==> config.mk <==
export PLATFORM = sky130hd
export DESIGN_NAME = tiny85_port_sched
export DESIGN_NICKNAME = d
export VERILOG_FILES = /design/src/rtl/tiny85_port_sched_pkg.sv /design/src/rtl/tiny85_port_sched_pin_sync.sv /design/src/rtl/tiny85_port_sched.sv
export SDC_FILE = /design/constraint.sdc
export NUM_CORES = 1
export LEC_CHECK = 0
export CAP_MARGIN = 30
export CELL_PAD_IN_SITES_DETAIL_PLACEMENT = 1
export CELL_PAD_IN_SITES_GLOBAL_PLACEMENT = 1
export CORE_ASPECT_RATIO = 1.1
export CORE_UTILIZATION = 37
export DETAILED_ROUTE_END_ITERATION = 8
export GPL_TIMING_DRIVEN = 0
export HOLD_SLACK_MARGIN = 0.12
export MAX_ROUTING_LAYER = met4
export PLACE_DENSITY_LB_ADDON = 0.25
export SETUP_SLACK_MARGIN = 0.05
export SLEW_MARGIN = 25
export SYNTH_ARGS = -nofsm -noshare
export SYNTH_HDL_FRONTEND = slang
export SYNTH_SLANG_ARGS = --single-unit
==> constraint.sdc <==
create_clock -name clk -period 1.9 [get_ports clk]
set_input_delay 0.19 -clock clk [delete_from_list [all_inputs] [get_ports clk]]
set_output_delay 0.19 -clock clk [all_outputs]
set_load 0.02 [all_outputs]
==> src/rtl/tiny85_port_sched_pkg.sv <==
// tiny85_pkg -- shared definitions for the tiny85 port scheduler.
//   PORT_W          : width of the PB5..PB0 port
//   state_e         : scheduler FSM states
//   TIMEOUT_DEFAULT : default REQ-phase timeout in cycles
package tiny85_pkg;

  localparam int unsigned PORT_W          = 6;
  localparam int unsigned TIMEOUT_DEFAULT = 15;

  typedef enum logic [2:0] {
    ST_OFF    = 3'd0,
    ST_IDLE   = 3'd1,
    ST_SAMPLE = 3'd2,
    ST_REQ    = 3'd3,
    ST_DRIVE  = 3'd4
  } state_e;

endpackage

==> src/rtl/tiny85_port_sched_pin_sync.sv <==
// tiny85_pin_sync -- per-bit flop synchronizer for asynchronous pin levels.
// Ports:
//   clk_i   : clock
//   rst_ni  : synchronous active-low reset, clears every stage
//   pin_i   : raw asynchronous pin levels
//   pin_o   : synchronized pin levels (STAGES cycles of latency)
module tiny85_pin_sync #(
  parameter int unsigned STAGES = 2,
  parameter int unsigned WIDTH  = 6
) (
  input  logic             clk_i,
  input  logic             rst_ni,
  input  logic [WIDTH-1:0] pin_i,
  output logic [WIDTH-1:0] pin_o
);

  logic [WIDTH-1:0] stg_q [STAGES];

  always_ff @(posedge clk_i) begin
    if (!rst_ni) begin
      for (int unsigned i = 0; i < STAGES; i++) begin
        stg_q[i] <= '0;
      end
    end else begin
      stg_q[0] <= pin_i;
      for (int unsigned i = 1; i < STAGES; i++) begin
        stg_q[i] <= stg_q[i-1];
      end
    end
  end

  assign pin_o = stg_q[STAGES-1];

endmodule

==> src/rtl/tiny85_port_sched.sv <==
// tiny85_port_sched -- schedules PINB/PORTB exchanges with a C model bridge
// and drives the resulting port pins.
// Optional feature macro: TINY85_PORT_SCHED_DBG_EN (debug override path).
// Ports:
//   clk, rst_n           : clock, synchronous active-low reset
//   vcc, gnd             : supply pins, powered = vcc & ~gnd
//   pin_in               : raw asynchronous PB5..PB0 levels
//   tick                 : single-cycle exchange start strobe
//   mdl_req, mdl_pinb    : exchange request and PINB snapshot to the model
//   mdl_ack              : model response valid
//   mdl_portb, mdl_ddrb  : model PORTB/DDRB, valid with mdl_ack
//   dbg_req, dbg_portb   : debug override request and data
//   dbg_gnt              : debug grant pulse
//   port_out, port_oe    : driven pin values and output enables
//   busy                 : exchange in progress
//   timeout_err          : sticky, model failed to ack within TIMEOUT cycles
//   tick_ovr             : sticky, tick arrived outside IDLE and was dropped
module tiny85_port_sched
  import tiny85_pkg::*;
#(
  parameter int unsigned SYNC_STAGES = 2,
  parameter int unsigned TIMEOUT     = TIMEOUT_DEFAULT
) (
  input  logic              clk,
  input  logic              rst_n,
  input  logic              vcc,
  input  logic              gnd,
  input  logic [PORT_W-1:0] pin_in,
  input  logic              tick,
  output logic              mdl_req,
  output logic [PORT_W-1:0] mdl_pinb,
  input  logic              mdl_ack,
  input  logic [PORT_W-1:0] mdl_portb,
  input  logic [PORT_W-1:0] mdl_ddrb,
  input  logic              dbg_req,
  input  logic [PORT_W-1:0] dbg_portb,
  output logic              dbg_gnt,
  output logic [PORT_W-1:0] port_out,
  output logic [PORT_W-1:0] port_oe,
  output logic              busy,
  output logic              timeout_err,
  output logic              tick_ovr
);

  localparam logic [7:0] TMO_LAST = 8'(TIMEOUT - 1);

  state_e            state_q;
  logic [PORT_W-1:0] pin_sync;
  logic [PORT_W-1:0] mdl_pinb_q;
  logic [PORT_W-1:0] portb_q, ddrb_q;
  logic [PORT_W-1:0] port_out_q, port_oe_q;
  logic              mdl_req_q, dbg_gnt_q, busy_q;
  logic              timeout_err_q, tick_ovr_q;
  logic [7:0]        tmo_cnt_q;
  logic              powered;

  assign powered = vcc & ~gnd;

`ifndef TINY85_PORT_SCHED_DBG_EN
  logic dbg_unused;
  assign dbg_unused = ^{dbg_req, dbg_portb};
`endif

  tiny85_pin_sync #(
    .STAGES (SYNC_STAGES),
    .WIDTH  (PORT_W)
  ) u_pin_sync (
    .clk_i  (clk),
    .rst_ni (rst_n),
    .pin_i  (pin_in),
    .pin_o  (pin_sync)
  );

  always_ff @(posedge clk) begin
    if (!rst_n) begin
      state_q       <= ST_OFF;
      mdl_pinb_q    <= '0;
      portb_q       <= '0;
      ddrb_q        <= '0;
      port_out_q    <= '0;
      port_oe_q     <= '0;
      mdl_req_q     <= 1'b0;
      dbg_gnt_q     <= 1'b0;
      busy_q        <= 1'b0;
      timeout_err_q <= 1'b0;
      tick_ovr_q    <= 1'b0;
      tmo_cnt_q     <= '0;
    end else begin
      // Grant is a one-cycle pulse unless re-issued below.
      dbg_gnt_q <= 1'b0;

      if (tick && (state_q != ST_IDLE)) begin
        tick_ovr_q <= 1'b1;
      end

      if (!powered) begin
        // Power loss overrides every state; sticky flags survive.
        state_q    <= ST_OFF;
        port_out_q <= '0;
        port_oe_q  <= '0;
        mdl_req_q  <= 1'b0;
        busy_q     <= 1'b0;
        tmo_cnt_q  <= '0;
      end else begin
        unique case (state_q)
          ST_OFF: begin
            state_q <= ST_IDLE;
          end

          ST_IDLE: begin
            if (tick) begin
              state_q <= ST_SAMPLE;
              busy_q  <= 1'b1;
            end
`ifdef TINY85_PORT_SCHED_DBG_EN
            // Tick has priority; a held dbg_req is granted on a later IDLE
            // cycle. Grant and the override land on the same edge, and a
            // held request re-arms only after the pulse has dropped.
            else if (dbg_req && !dbg_gnt_q) begin
              dbg_gnt_q  <= 1'b1;
              port_out_q <= dbg_portb & port_oe_q;
            end
`endif
          end

          ST_SAMPLE: begin
            mdl_pinb_q <= pin_sync;
            mdl_req_q  <= 1'b1;
            tmo_cnt_q  <= '0;
            state_q    <= ST_REQ;
          end

          ST_REQ: begin
            if (mdl_ack) begin
              portb_q   <= mdl_portb;
              ddrb_q    <= mdl_ddrb;
              mdl_req_q <= 1'b0;
              state_q   <= ST_DRIVE;
            end else if (tmo_cnt_q == TMO_LAST) begin
              // Abandon the exchange; pins keep their previous drive.
              timeout_err_q <= 1'b1;
              mdl_req_q     <= 1'b0;
              busy_q        <= 1'b0;
              state_q       <= ST_IDLE;
            end else begin
              tmo_cnt_q <= tmo_cnt_q + 8'd1;
            end
          end

          ST_DRIVE: begin
            port_out_q <= portb_q & ddrb_q;
            port_oe_q  <= ddrb_q;
            busy_q     <= 1'b0;
            state_q    <= ST_IDLE;
          end

          default: begin
            state_q   <= ST_OFF;
            mdl_req_q <= 1'b0;
            busy_q    <= 1'b0;
          end
        endcase
      end
    end
  end

  assign mdl_req     = mdl_req_q;
  assign mdl_pinb    = mdl_pinb_q;
  assign dbg_gnt     = dbg_gnt_q;
  assign port_out    = port_out_q;
  assign port_oe     = port_oe_q;
  assign busy        = busy_q;
  assign timeout_err = timeout_err_q;
  assign tick_ovr    = tick_ovr_q;

endmodule

==> metrics.md <==
| Metric | Value |
|---|---|
| Register Area | `1140 sq um` |
| Max stage delay on crit path | `0.32 ns` |
| Post-route cell area | `2990 sq um` |
| Max Slew Vio Count | `0` |
| Int Power | `between 1.5 and 2 mW` |
| Max Cap Viol | `0` |
| Share of cells above drive strength 1 | `0.0962` |
| Commonest cells post-synth | `dfxtp_1, nand2_1, a21oi_1, mux2i_1, nor2b_1` |
| Final setup violation count | `0` |
| Count leader, synth | `dfxtp_1` |
| Core ar. | `~5800 sq um` |
| Final Hold Fails | `0` |
| Largest delay contributor family on the critical path | `simple AND/OR/NAND/NOR gates` |
| Rel. slew slack | `0.644` |
| Largest net degree at the start of global routing | `11` |
| Maximum fanout along the worst path | `10` |
| Seq cells post-synth | `57` |
| WP data arrival | `1.87 ns` |
| Critical path data required time | `2.12 ns` |
| Clock latency on the worst-skew pair | `0.33 ns` |
| Leading area contributor after synthesis | `dfxtp_1` |
| Sequential-to-total area share from yosys stat | `0.511` |
| Status | `finished, final reports clean` |
| Floorplan row count | `29` |
| Antenna Cells | `0` |
| First-pass GRT wire length | `9230 microns` |
| Initial core utilization | `0.384` |
| Final Util | `0.514` |
| Setup CP Type | `reg2reg` |
| WHS | `between 0.4 and 0.5 ns` |
| CTS Sinks | `57` |
| Clock root cell | `clkbuf_8` |
| Lkg Pwr | `1.06 nW` |
| Placer Congestion | `between 0.7 and 0.8` |
| Number of global-route vias before repair | `1973` |
| DP Wirelength | `3860 microns` |
| Syn Nets | `263` |
| Ys flop type | `dfxtp_1` |
| Cell Area, Synth | `2230 sq um` |
| CTS Buffer Depth | `2` |
| Met1 Wirelength | `2410 microns` |
| Crit path time final | `1.65 ns` |
| Synth top area share | `0.511` |
| Met3 wire len | `170 microns` |
| I/O pin count | `54` |
| Multi-input gate area | `1010 sq um` |
| Die width | `76.0 microns` |
| Clock Power Share | `0.456` |
| Register clock-pin slew on the reported worst setup and hold paths | `0.06 ns` |
| Sequential power share | `0.498` |
| PwrDens | `817 nW/um^2` |
| Highest Signal Layer | `met4` |
| Syn Inst Count | `230` |
| Total vias in the final route | `~1.8k` |
| Total gr overflow | `0` |
| Worst clock skew | `0.00751 ns` |
| Avg Cell Area, Syn | `9.70 sq um` |
| Die height | `83.4 microns` |
| Die area | `between 6000 and 7000 sq um` |
| Critical Path Start Type | `flip-flop` |
| Total track usage | `0.195` |
| Routed WL | `5460 microns` |
| Hold crit path type | `in2reg` |
| RSZ-0062 raised after global routing | `no` |
| Wire length per cell after detailed routing | `14.8 microns` |
| Synth unique cells | `35` |
| Filler Cells Inserted | `698` |
| Antenna Violating Nets Remaining | `0` |
| Drt first-iter violations | `40` |
| CTS tree | `yes` |
| CTS H-tree lvls | `3` |
| TritonCTS Buffers | `9` |
| Placed cell area | `2780 sq um` |
| Hold buffers post-CTS | `0` |
| Critical Path Most Common Cell | `buf_6` |
| Pre-Repair DR Iteration Count | `4` |
| CP endpoint kind | `flip-flop` |
| DRC errors left | `0` |
| # port buffers | `between 40 and 50` |
| Fin crit share | `0.869` |
| Net Sw Frac | `0.218` |
| Drt via density | `between 4 and 5` |
| Worst Max-Slew Pin Slew | `0.535 ns` |
| Psw | `0.533 mW` |
| Fmax | `approximately 600 MHz` |
| WL met2 | `2820 microns` |
| Synth-to-Final Area Change | `33.8%` |
| Ys Warns | `0` |
| CP bufs+invs | `2` |
| Synth top area cells | `dfxtp_1, mux2i_1, nor2b_1, a21oi_1, and2_1` |
| Initial antenna violation count | `0` |
| CP max stage cell | `nand3b_1` |
| EDFF count, synth | `0` |
| Crit path cell chain | `buf_6 -> nand3b_1 -> nor2_2 -> buf_6 -> mux2i_1 -> nor2b_1` |
| Peak supply drop | `0.447 mV` |
| Combinational power share | `0.046` |
| Final #Nets | `320` |
| Post-synth ARST share | `0` |
==> kinds of logic after synthesis <==
group           share of synthesized area
fa+ha+maj                          0.0112
compound gates                     0.0993
flops                               0.511
xor+xnor                          0.00393
mux                                0.0852
other cells                       0.00168
buf+inv                            0.0387
simple gates                        0.248
==> worst reg2reg max path, stage by stage (launching register included) <==
cell,delay (ns)
dfxtp_1,0.31
buf_6,0.13
nand3b_1,0.32
nor2_2,0.28
buf_6,0.21
mux2i_1,0.22
nor2b_1,0.07
==> final timing paths <==
| kind | start | endpoint | slack, ns | cells past startpoint |
|---|---|---|---|---|
| worst max register to register | state_q[2] | portb_q[0] | 0.25 | 6 |
| worst max-delay path | state_q[2] | portb_q[0] | 0.25 | 6 |
| worst min register to register | u_pin_sync.stg_q[0][0] | u_pin_sync.stg_q[1][0] | 0.44 | 1 |
| worst min-delay path | pin_in[4] | u_pin_sync.stg_q[0][4] | 0.43 | 2 |
==> registers in the layout (all words and copies together), names as in the netlist, 3 cells and up <==
| name | count |
|---|---|
| portb_q | 6 |
| ddrb_q | 6 |
| port_oe | 6 |
| mdl_pinb | 6 |
| tmo_cnt_q | 8 |
| u_pin_sync.stg_q | 12 |
| port_out | 6 |
| state_q | 3 |
==> power by group through the flow <==
stage                     registers [mW]  clock network, mW  logic (mW)
final                               1.21               1.11       0.112
after global routing                1.21               1.20       0.122
after CTS                           1.21               1.15       0.113
after detailed placement            1.24                  0       0.113
after global placement              1.24                  0       0.111
after floorplan                     1.24                  0      0.0407
==> cell type report <==
class                      count  share of cell area
buffer                        12              0.0239
clock buffer                  10              0.0461
clock inverter                 5              0.0189
inverter                       4             0.00503
multi-input combinational    157               0.338
sequential                    57               0.382
tap                           77              0.0323
timing repair buffer          46               0.153
==> placed cells by master (no fill, tap or decap), drive strengths merged, types with 2 or more instances in the layout <==
master         instances
dfxtp                 57
clkdlybuf4s50         45
nand2                 22
a21oi                 19
nor2b                 19
mux2i                 19
clkbuf                15
and2                  14
nand3                 10
buf                    8
nor2                   7
or3                    6
nand3b                 6
a31oi                  6
inv                    4
and3                   4
nand4                  4
o21ai                  3
clkinv                 3
nor3                   2
a211oi                 2
ha                     2
==> repair_timing <==
action | 4_1_cts | 5_1_grt
setup buffers | 0 | 1
resized for setup | 0 | 1
hold endpoints to repair | 0 | 0
setup endpoints to repair | 0 | 6
==> metal layers <==
| metal | global-route usage | up-vias |
|---|---|---|
| met5 | - | - |
| met4 | 0.0892 | 0 |
| met3 | 0.0495 | 6 |
| met2 | 0.333 | 31 |
| met1 | 0.214 | 887 |
| li1 | - | 909 |
==> through the flow <==
step,TNS [ns],setup WS [ns],power [mW],cells
3_3_place_gp,-0.177,-0.0325,1.35,352
3_5_place_dp,-0.430,-0.0716,1.35,352
4_1_cts,0,0.137,2.48,367
5_1_grt,0,0.152,2.54,368
6_report,0,0.249,2.44,368
2_1_floorplan,0,0.383,1.28,230
No activity file was read; power rests on OpenSTA's default activity.
